===== src/rtl/arb_pkg.sv =====
// Shared arbiter types and helpers.
// Used by the round-robin picker and the arbiter top.
package arb_pkg;

   typedef enum logic {
      IDLE  = 1'b0,
      GRANT = 1'b1
   } arb_state_e;

   localparam int ARB_N_DEF        = 4;
   localparam int ARB_MAX_HOLD_DEF = 8;

   function automatic int clog2_min1(input int n);
      return (n <= 2) ? 1 : $clog2(n);
   endfunction

endpackage


===== src/rtl/rr_pick.sv =====
// Combinational rotate-priority picker.
// Scans from start upward, wrapping past N-1 to 0.
module rr_pick
   import arb_pkg::*;
#(
   parameter int N = ARB_N_DEF,
   localparam int IDW = clog2_min1(N)
) (
   input  logic [N-1:0]   req,
   input  logic [IDW-1:0] start,
   output logic [N-1:0]   win,
   output logic [IDW-1:0] idx,
   output logic           any
);

   int           pos;
   logic         found;
   logic [N-1:0] shifted;

   always_comb begin
      win     = '0;
      idx     = '0;
      found   = 1'b0;
      pos     = 0;
      shifted = '0;
      for (int k = 0; k < N; k++) begin
         pos = int'(start) + k;
         if (pos >= N) pos = pos - N;
         shifted = req >> pos;
         if (!found && shifted[0]) begin
            found = 1'b1;
            win   = N'(1) << pos;
            idx   = IDW'(pos);
         end
      end
   end

   assign any = |req;

endmodule


===== src/rtl/rr_arbiter_n.sv =====
// N-way round-robin arbiter with grant hold,
// hold-limit preemption and owner lock.
module rr_arbiter_n
   import arb_pkg::*;
#(
   parameter int N        = ARB_N_DEF,
   parameter int MAX_HOLD = ARB_MAX_HOLD_DEF,
   localparam int IDW     = clog2_min1(N)
) (
   input  logic           clk,
   input  logic           rst_n,
   input  logic [N-1:0]   req,
   input  logic           lock,
   output logic [N-1:0]   gnt,
   output logic [IDW-1:0] gnt_id,
   output logic           gnt_valid,
   output logic           preempt
);

   localparam int             HCW      = clog2_min1(MAX_HOLD + 1);
   localparam logic [HCW-1:0] HOLD_MAX = HCW'(MAX_HOLD);
   localparam logic [IDW-1:0] LAST_RST = IDW'(N - 1);

   arb_state_e     state, state_n;
   logic [N-1:0]   gnt_q, gnt_n;
   logic [IDW-1:0] id_q, id_n;
   logic [IDW-1:0] last_q, last_n;
   logic [HCW-1:0] hold_q, hold_n;
   logic           pre_q, pre_n;

   logic [N-1:0]   cand, win;
   logic [IDW-1:0] start, win_idx;
   logic           win_any;
   logic           own_req, others, hold_hit, take;

   // Owner is masked out so a preempt always moves the grant on
   assign cand     = req & ~gnt_q;
   assign own_req  = |(req & gnt_q);
   assign others   = |cand;
   assign start    = (last_q == LAST_RST) ? '0 : last_q + 1'b1;
   assign hold_hit = (MAX_HOLD != 0) && (hold_q >= HOLD_MAX);

   rr_pick #(.N(N)) u_pick (
      .req   (cand),
      .start (start),
      .win   (win),
      .idx   (win_idx),
      .any   (win_any)
   );

   always_comb begin
      state_n = state;
      gnt_n   = gnt_q;
      id_n    = id_q;
      last_n  = last_q;
      hold_n  = hold_q;
      pre_n   = 1'b0;
      take    = 1'b0;
      unique case (state)
         IDLE: take = win_any;
         GRANT: begin
            if (!own_req) begin
               take = win_any;
               if (!win_any) begin
                  state_n = IDLE;
                  gnt_n   = '0;
                  id_n    = '0;
                  hold_n  = '0;
               end
            end else if (others && !lock && hold_hit) begin
               take  = 1'b1;
               pre_n = 1'b1;
            end else if (others && hold_q < HOLD_MAX) begin
               hold_n = hold_q + 1'b1;
            end
         end
         default: ;
      endcase
      if (take) begin
         state_n = GRANT;
         gnt_n   = win;
         id_n    = win_idx;
         last_n  = win_idx;
         hold_n  = HCW'(1);
      end
   end

   always_ff @(posedge clk or negedge rst_n) begin
      if (!rst_n) begin
         state  <= IDLE;
         gnt_q  <= '0;
         id_q   <= '0;
         last_q <= LAST_RST;
         hold_q <= '0;
         pre_q  <= 1'b0;
      end else begin
         state  <= state_n;
         gnt_q  <= gnt_n;
         id_q   <= id_n;
         last_q <= last_n;
         hold_q <= hold_n;
         pre_q  <= pre_n;
      end
   end

   assign gnt       = gnt_q;
   assign gnt_id    = id_q;
   assign gnt_valid = |gnt_q;
   assign preempt   = pre_q;

endmodule


===== config.mk =====
export PLATFORM = sky130hd
export DESIGN_NAME = rr_arbiter_n
export DESIGN_NICKNAME = d
export VERILOG_FILES = /design/src/rtl/arb_pkg.sv /design/src/rtl/rr_pick.sv /design/src/rtl/rr_arbiter_n.sv
export SDC_FILE = /design/constraint.sdc
export NUM_CORES = 1
export LEC_CHECK = 0
export CAP_MARGIN = 10
export CORE_AREA = 3 3 48 50
export CTS_BUF_LIST = sky130_fd_sc_hd__clkbuf_2 sky130_fd_sc_hd__clkbuf_4 sky130_fd_sc_hd__clkbuf_8
export DETAILED_ROUTE_END_ITERATION = 7
export DIE_AREA = 0 0 51 53
export PLACE_DENSITY = 0.79
export SETUP_SLACK_MARGIN = 0.1
export SYNTH_ARGS = -nofsm -noshare
export SYNTH_HDL_FRONTEND = slang
export SYNTH_SLANG_ARGS = --single-unit

===== constraint.sdc =====
create_clock -name clk -period 3.8 [get_ports clk]
set_input_delay 0.38 -clock clk [delete_from_list [all_inputs] [get_ports clk]]
set_output_delay 0.38 -clock clk [all_outputs]
set_load 0.01 [all_outputs]

# --- Word-level counts from Yosys, hierarchy flattened ---
# Cells that the tools add are included.
totals:
  elab_cells: 93
  register_bits: 14
  input_bits: 7
op_classes:
  n_reduce_logical: 16
  add_sub_neg: 9
  magnitude_cmp: 6
  bitwise: 4
  eq_ne: 6
  n_shift: 8
  mux: 38
ops:
  columns: ["op", "n"]
  rows:
  - ["two-way mux 32 bit", 4]
  - ["<< shifter 1 x 32 -> 4 bit (first input constant)", 4]
  - [">> shifter 4 x 32 -> 1 bit", 4]
  - ["greater-or-equal comparator 32 x 4 -> 1 bit (second input constant)", 3]
  - ["subtractor 32 x 4 -> 32 bit (second input constant)", 3]
  - ["two-way mux 4 bit", 13]
  - ["two-way mux 2 bit", 9]
  - ["OR reduction 4 bit", 3]
  - ["two-way mux 1 bit", 11]
  - ["bitwise AND 4 bit", 2]
  - ["adder 2 x 2 -> 3 bit (second input constant)", 2]
  - ["logical AND 1 bit", 6]
  - ["adder 4 x 1 -> 4 bit (second input constant)", 1]
  - ["greater-or-equal comparator 4 bit (second input constant)", 1]
  - ["zero test 1 bit", 4]
  - ["less-than comparator 4 bit (second input constant)", 1]
  - ["inequality test 2 x 1 -> 1 bit (second input constant)", 2]
  - ["inverter 4 bit", 1]
  - ["AND reduction 4 bit", 1]
  - ["subtractor 2 x 3 -> 4 bit (second input constant)", 1]
  - ["adder 2 x 1 -> 3 bit (second input constant)", 1]
  - ["greater-or-equal comparator 2 x 3 -> 1 bit (second input constant)", 1]
  - ["inequality test 3 x 1 -> 1 bit (second input constant)", 1]
  - ["inequality test 3 x 2 -> 1 bit (second input constant)", 1]
  - ["7 further kinds", 7]

# --- Logic depth before layout (Yosys ltp) ---
# Gate-level depths: netlist of run 1.
depth:
  word_depth: 16
  mapped_depth: 8
  ltp_nobuf: 8

# --- Modules after synthesis ---
# Synthesis of run 1 repeated with hierarchy kept, for this count alone.
hier_totals:
  hier_cells: 123
  area_unflattened_um2: 1247.4
by_module_without_submodules:
  columns: ["mod", "seq_area_each_um2", "area_per_inst_um2", "cells_per_inst", "instances"]
  rows:
  - ["rr_arbiter_n", 352.8, 755.7, 67, 1]
  - ["rr_pick", 0.0, 491.7, 56, 1]

# --- Worst setup path before layout of run 1 ---
# No wires, ideal clock.
synth_timing:
  kind: "register to register"
  startpoint: "reg last_q[0]"
  endpoint: "reg id_q[0], in the netlist gnt_id[0]"
  required_time_ns: 3.732
  arrival_ns: 2.261
  path_slack_ns: 1.471
  stages_incl_launch_ff: 8
  setup_ns: 0.068
  cell_sequence: "dfstp_2 -> ha_1 -> nor2_2 -> mux4_2 -> a221o_1 -> or2_0 -> a31oi_2 -> a32o_1"
synth_between:
  elab_chain_len: 16
  elab_cells_between_ends: 36
synth_lines:
  columns: ["element", "line", "text"]
  rows:
  - ["from (decl)", "rr_arbiter_n.sv:27", "logic [IDW-1:0] last_q, last_n;"]
  - ["from (signal assigned)", "rr_arbiter_n.sv:100", "last_q <= last_n;"]
  - ["adder 2 x 1 -> 2 bit or == test 2 bit (tied branches)", "rr_arbiter_n.sv:40", "assign start = (last_q == LAST_RST) ? '0 : last_q + 1'b1;"]
  - ["two-way mux 2 bit (*)", "rr_arbiter_n.sv:40", null]
  - ["branches (longest 12 deep; another with subtractor 32 x 4 -> 32 bit)", null, null]
  - ["two-way mux 2 bit (*)", "rr_pick.sv:30", "if (!found && shifted[0]) begin"]
  - ["two-way mux 2 bit (*)", "rr_arbiter_n.sv:79", "if (take) begin"]
  - ["to (signal assigned)", "rr_arbiter_n.sv:99", "id_q <= id_n;"]
  - ["to (decl)", "rr_arbiter_n.sv:26", "logic [IDW-1:0] id_q, id_n;"]
# Every way passes the cells marked *.
# A chain may end at the register's enable or synchronous reset.

# --- Worst setup path in the final report of run 1 ---
# Same ends and word-level chain as after synthesis.

==> qor.yml, run 1 <==
synth:
  ys_async_sr_fraction: 1.00
  synth.mux.area_fraction: 0.114
  synthSimpleGateAreaFrac: 0.194
  synth_compound_area_frac: 0.249
  synth_cell_types: 48
  synth_top_area_share: 0.261
  synth_area_leaders: "dfrtp_1, ha_1, mux4_2"
  synth-xor-area-share: 0.00763
  syn_inst: 124
  synth_fp_nets: 138
  synth_top_family_by_area: "compound AO/OA/AOI/OAI gates"
  synth_enable_flop_cells: 0
  ys_seq_area_frac: 0.307
  synth_area_sq_um: 1150
  synth-main-ff-cell: "dfrtp_1"
  yosysTopAreaCell: "dfrtp_1"
  synthAdderAreaFrac: 0.0763
  yosys_warnings: 0
  synth.top_cells.by_count: "dfrtp_1, nand2_1, nor2_1, inv_1, ha_1"
  ys_ff_latch: 14
  avgSynthCellArea_sq_um: 9.26
layout:
  n_antenna_cell: 0
  fin_util: 0.689
  drive_gt1_frac: 0.122
  nets: 154
  area_growth_pct: 16.4
floorplanning:
  die_area_sq_um: 2700
  initial_core_util: 0.591
  ios: 15
  rows: 16
  coreArea_sq_um: 1940
  die_w_microns: 51
  die_h_microns: 53
critical_path:
  worstSetupStartpointType: "flop"
  path_cells: "inv_1 -> ha_1 -> nor2_1 -> mux4_2 -> a221o_1 -> or2_0 -> a31oi_2 -> a32o_1"
  critPathMaxFanout: 7
  worst_ep_arrival_time_ns: 2.81
  cpPeakStageDelay_ns: 0.60
  cp.required_ns: 4.01
  crit_family: "compound AO/OA/AOI/OAI gates"
  path_buf_inv: 1
  critical_path_class: "flop to flop"
  worstSetupEndpointType: "flop"
  cp_slowest_cell: "dfstp_2"
clocking:
  tritoncts: "yes"
  clk_pin_slew_ns: 0.08
  cts-root-buf: "clkbuf_4"
  cts-hold-fix-buffers: 0
  clock_sinks: 14
  post_cts_resized: 0
  cts_buffers: 3
  insertion_delay_ns: 0.27
  htree_levels: 1
  clockBufferDepth: 2
  cts_setup_buffers: 0
timing:
  slew_headroom: 0.449
  setup_violations: 0
  fin_skew_ns: 0.00589
  drv_slew: 0
  rsz0062_at_grt: "false"
  final.setup.tns_ns: 0
  fin_crit_ns: 2.61
  hold_viol: 0
  fin_crit_sh: 0.686
  fmax_mhz: 384
  tightest_slew_ns: 0.823
power_and_ir_drop:
  power_density_nw_per_um2: 1030
  vdd_ir_drop_max_mv: 0.734
  power.leakage_nw: 0.585
global_routing:
  antenna_found_initial: 0
  grt_pass1_wl_microns: 4560
  grt_pass1_vias: 1020
  grt_max_degree: 15
  gr-usage-all-layers: 0.222
  overflow: 0
placed_design:
  hpwl_microns: 2020
  io_buffers: 14
  gp_congestion: 0.888
outcome:
  outcome: "completed"
drt:
  wl_microns: 2630
  wire_per_inst_microns: 15.8
  num_vias: 1045
  avgViaCountPerCell: 6.30
  ant_nets: 0
  first_iter_violations: 54
  firstDrtPassIters: 4
  drc: 0
worst_hold_path:
  hp-class: "primary input to asynchronous set/reset pin"
run:
  drv_cap: 0
-- logic make-up (layout without fill, tap and decap cells) --
family / Yosys count / count (layout)
multiplexers: 9 / 9
flip-flops: 14 / 14
XOR/XNOR: 1 / 1
adder cells (fa/ha/maj): 7 / 7
AND/OR/NAND/NOR: 43 / 43
AO/OA/AOI/OAI: 37 / 37
buffers and inverters: 13 / 28
-- power by group --
group          switching [mW]  total (mW)  internal (mW)  leakage, nW
Sequential             0.0593       0.278          0.219        0.173
Clock                  0.0452       0.103         0.0582       0.0210
Combinational           0.558       0.992          0.435        0.391
Total                   0.662        1.37          0.712        0.585
-- worst register-to-register path: cells and delay by family (launching register included) --
family / cells / cell delay, ns
and+or+nand+nor: 2 / 0.54
muxes: 1 / 0.35
DFF: 1 / 0.60
AOI/OAI and AO/OA: 3 / 0.71
buffers and inverters: 1 / 0.08
adders and majority gates: 1 / 0.27
-- cell usage in the layout, fill, tap and decap left out, types with 4 or more instances in the layout --
cell / instances
nand2b_1: 5
ha_1: 7
nor2_1: 11
clkdlybuf4s50_1: 14
dfrtp_1: 12
a31oi_1: 4
nand2_1: 12
inv_1: 10
-- registers in the layout, summed over array words and instances (netlist names) --
name     flops
last_q       2
hold_q       4
gnt          4
gnt_id       2
preempt      1
state        1
-- final cells by class --
class	instances	area, sq um
inverter	10	37.5
timing repair buffer	14	140
tap	27	33.8
fill	165	604
multi-input combinational	97	737
clock buffer	4	36.3
sequential	14	353
-- final timing paths --
kind,end,depth (start not counted),from,slack (ns)
setup reg to reg,gnt_id[0],8,last_q[0],1.19
hold reg to reg,gnt_id[0],1,gnt_id[0],0.50
min in group clk,gnt_id[0],1,gnt_id[0],0.50
max in group asynchronous,gnt_id[0],1,rst_n,2.91
hold / removal,gnt[1],1,rst_n,0.48
setup / recovery,gnt_id[0],8,last_q[0],1.19
-- layer usage --
metal,vias up,global-route usage,share of wire
met1,506,0.282,0.44
met5,-,0,0
met4,0,0.0448,0.0053
met2,40,0.371,0.47
li1,495,-,-
met3,4,0.0648,0.078
-- per-stage QoR --
stage,hold WS [ns],setup slack [ns],power [mW],std cells,cell area [sq um]
floorplan,0.0844,1.47,1.03,124,1150
global placement,0.477,1.25,1.25,162,1300
detailed placement,0.484,1.25,1.26,162,1300
CTS,0.497,1.24,1.37,166,1340
global route,0.504,1.05,1.50,166,1340
finish,0.484,1.19,1.37,166,1340
Power figures use the tool's default switching activity.
==> inputs of run 2 (changes only) <==
- CORE_AREA: 3 3 48 50 -> 3 3 49 51
- DIE_AREA: 0 0 51 53 -> 0 0 52 54
- PLACE_DENSITY: 0.79 -> 0.76
- clock period: 3.8 -> 2.7 ns (I/O delays scaled with it)
==> qor.yml, run 2 (synthesis results as in run 1) <==
timing:
  drv_slew: 0
  fmax_mhz: 404
  setup_violations: 0
  slew_headroom: 0.574
  fin_crit_ns: 2.47
  fin_crit_sh: 0.916
  hold_viol: 0
  final.setup.tns_ns: 0
  fin_skew_ns: 0.0140
  worst_slack_ns: 0.226
  rsz0062_at_grt: "false"
  tightest_slew_ns: 0.638
floorplanning:
  ios: 15
  die_area_sq_um: 2810
  initial_core_util: 0.580
  die_w_microns: 52
  rows: 16
  coreArea_sq_um: 1980
  die_h_microns: 54
power_and_ir_drop:
  power.leakage_nw: 0.617
  power_density_nw_per_um2: 1490
  vdd_ir_drop_max_mv: 1.00
critical_path:
  crit_start: "last_q[0]"
  cp.required_ns: 2.92
  worstSetupStartpointType: "flop"
  critPathMaxFanout: 6
  worstSetupEndpointType: "flop"
  cpPeakStageDelay_ns: 0.59
  worst_ep_arrival_time_ns: 2.69
  critical_path_class: "flop to flop"
  cp_slowest_cell: "dfstp_2"
  path_cells: "inv_1 -> ha_1 -> nor2_2 -> mux4_2 -> a221o_1 -> or2_0 -> a31oi_2 -> a32o_1"
  rr_startpoint: "last_q[0]"
drt:
  first_iter_violations: 41
  firstDrtPassIters: 5
  num_vias: 1111
  avgViaCountPerCell: 6.42
  wire_per_inst_microns: 17.2
  ant_nets: 0
  drc: 0
  wl_microns: 2970
layout:
  fillers: 139
  n_antenna_cell: 0
  register_area_sq_um: 353
  fin_util: 0.708
  nets: 161
  most-common-layout-cells: "clkdlybuf4s50_1, nand2_1, dfrtp_1"
  drive_gt1_frac: 0.185
  multi_input_area_sq_um: 756
  area_growth_pct: 22.1
  layout_commonest_cell: "clkdlybuf4s50_1"
global_routing:
  grt_max_degree: 15
  gr-usage-all-layers: 0.237
  overflow: 0
  grt_pass1_wl_microns: 4950
  antenna_found_initial: 0
  grt_pass1_vias: 1082
clocking:
  htree_levels: 1
  clockBufferDepth: 2
  clk_pin_slew_ns: 0.09
  cts_buffers: 3
  tritoncts: "yes"
  cts-hold-fix-buffers: 0
  insertion_delay_ns: 0.29
  clock_sinks: 14
  cts-root-buf: "clkbuf_4"
placed_design:
  gp_congestion: 0.928
  post-place-ws_ns: 0.112
  io_buffers: 14
  hpwl_microns: 2220
worst_hold_path:
  hp-class: "primary input to asynchronous set/reset pin"
run:
  drv_cap: 0
outcome:
  outcome: "completed"
run 2: repair_timing:
action	4_1_cts	5_1_grt
endpoints found under the hold margin	0	0
gates resized for setup	0	5
setup endpoints to repair	0	8
buffers inserted	0	2
run 2: through the flow:
step | total power, mW | cells | hold slack, ns | area [sq um]
2_1_floorplan | 1.45 | 124 | -0.0256 | 1150
3_3_place_gp | 1.81 | 167 | 0.487 | 1340
3_5_place_dp | 1.84 | 167 | 0.506 | 1340
4_1_cts | 1.99 | 171 | 0.390 | 1370
5_1_grt | 2.27 | 173 | 0.396 | 1400
6_report | 2.09 | 173 | 0.367 | 1400
run 2: routing by layer:
layer / share of wire / GRT usage / routed length [microns] / up-vias
met4: 0.0040 / 0.0742 / 12 / 0
met3: 0.082 / 0.0499 / 245 / 2
met1: 0.42 / 0.310 / 1250 / 544
met5: 0 / 0 / 0 / -
met2: 0.49 / 0.391 / 1460 / 56
li1: - / - / - / 509
run 2: path summary, 6_finish.rpt:
kind                             end  slack [ns]  depth (start not counted)
min                           gnt[1]        0.37                          1
min in group clk           gnt_id[0]        0.51                          1
max in group asynchronous  gnt_id[0]        1.91                          1
max reg2reg                gnt_id[0]        0.23                          8
max                        gnt_id[0]        0.23                          8
min reg2reg                gnt_id[0]        0.51                          1
run 2: critical path, delay by kind of cell, from the launching register on:
family | cells | cell delay, ns
fa+ha+maj | 1 | 0.26
compound gates | 3 | 0.73
mux | 1 | 0.33
flops | 1 | 0.59
buf+inv | 1 | 0.08
simple gates | 2 | 0.44
run 2: power by group:
part	internal [mW]	switching, mW	total [mW]
combinational	0.692	0.866	1.56
sequential	0.308	0.0846	0.393
clock	0.0675	0.0671	0.135
run 2: final cells by class:
cell class | instances | share of cell area
clock buffers | 4 | 0.0214
repair buffers | 21 | 0.137
well taps | 27 | 0.0241
multi-input cells | 97 | 0.539
flip-flops and latches | 14 | 0.252
inverters | 10 | 0.0268
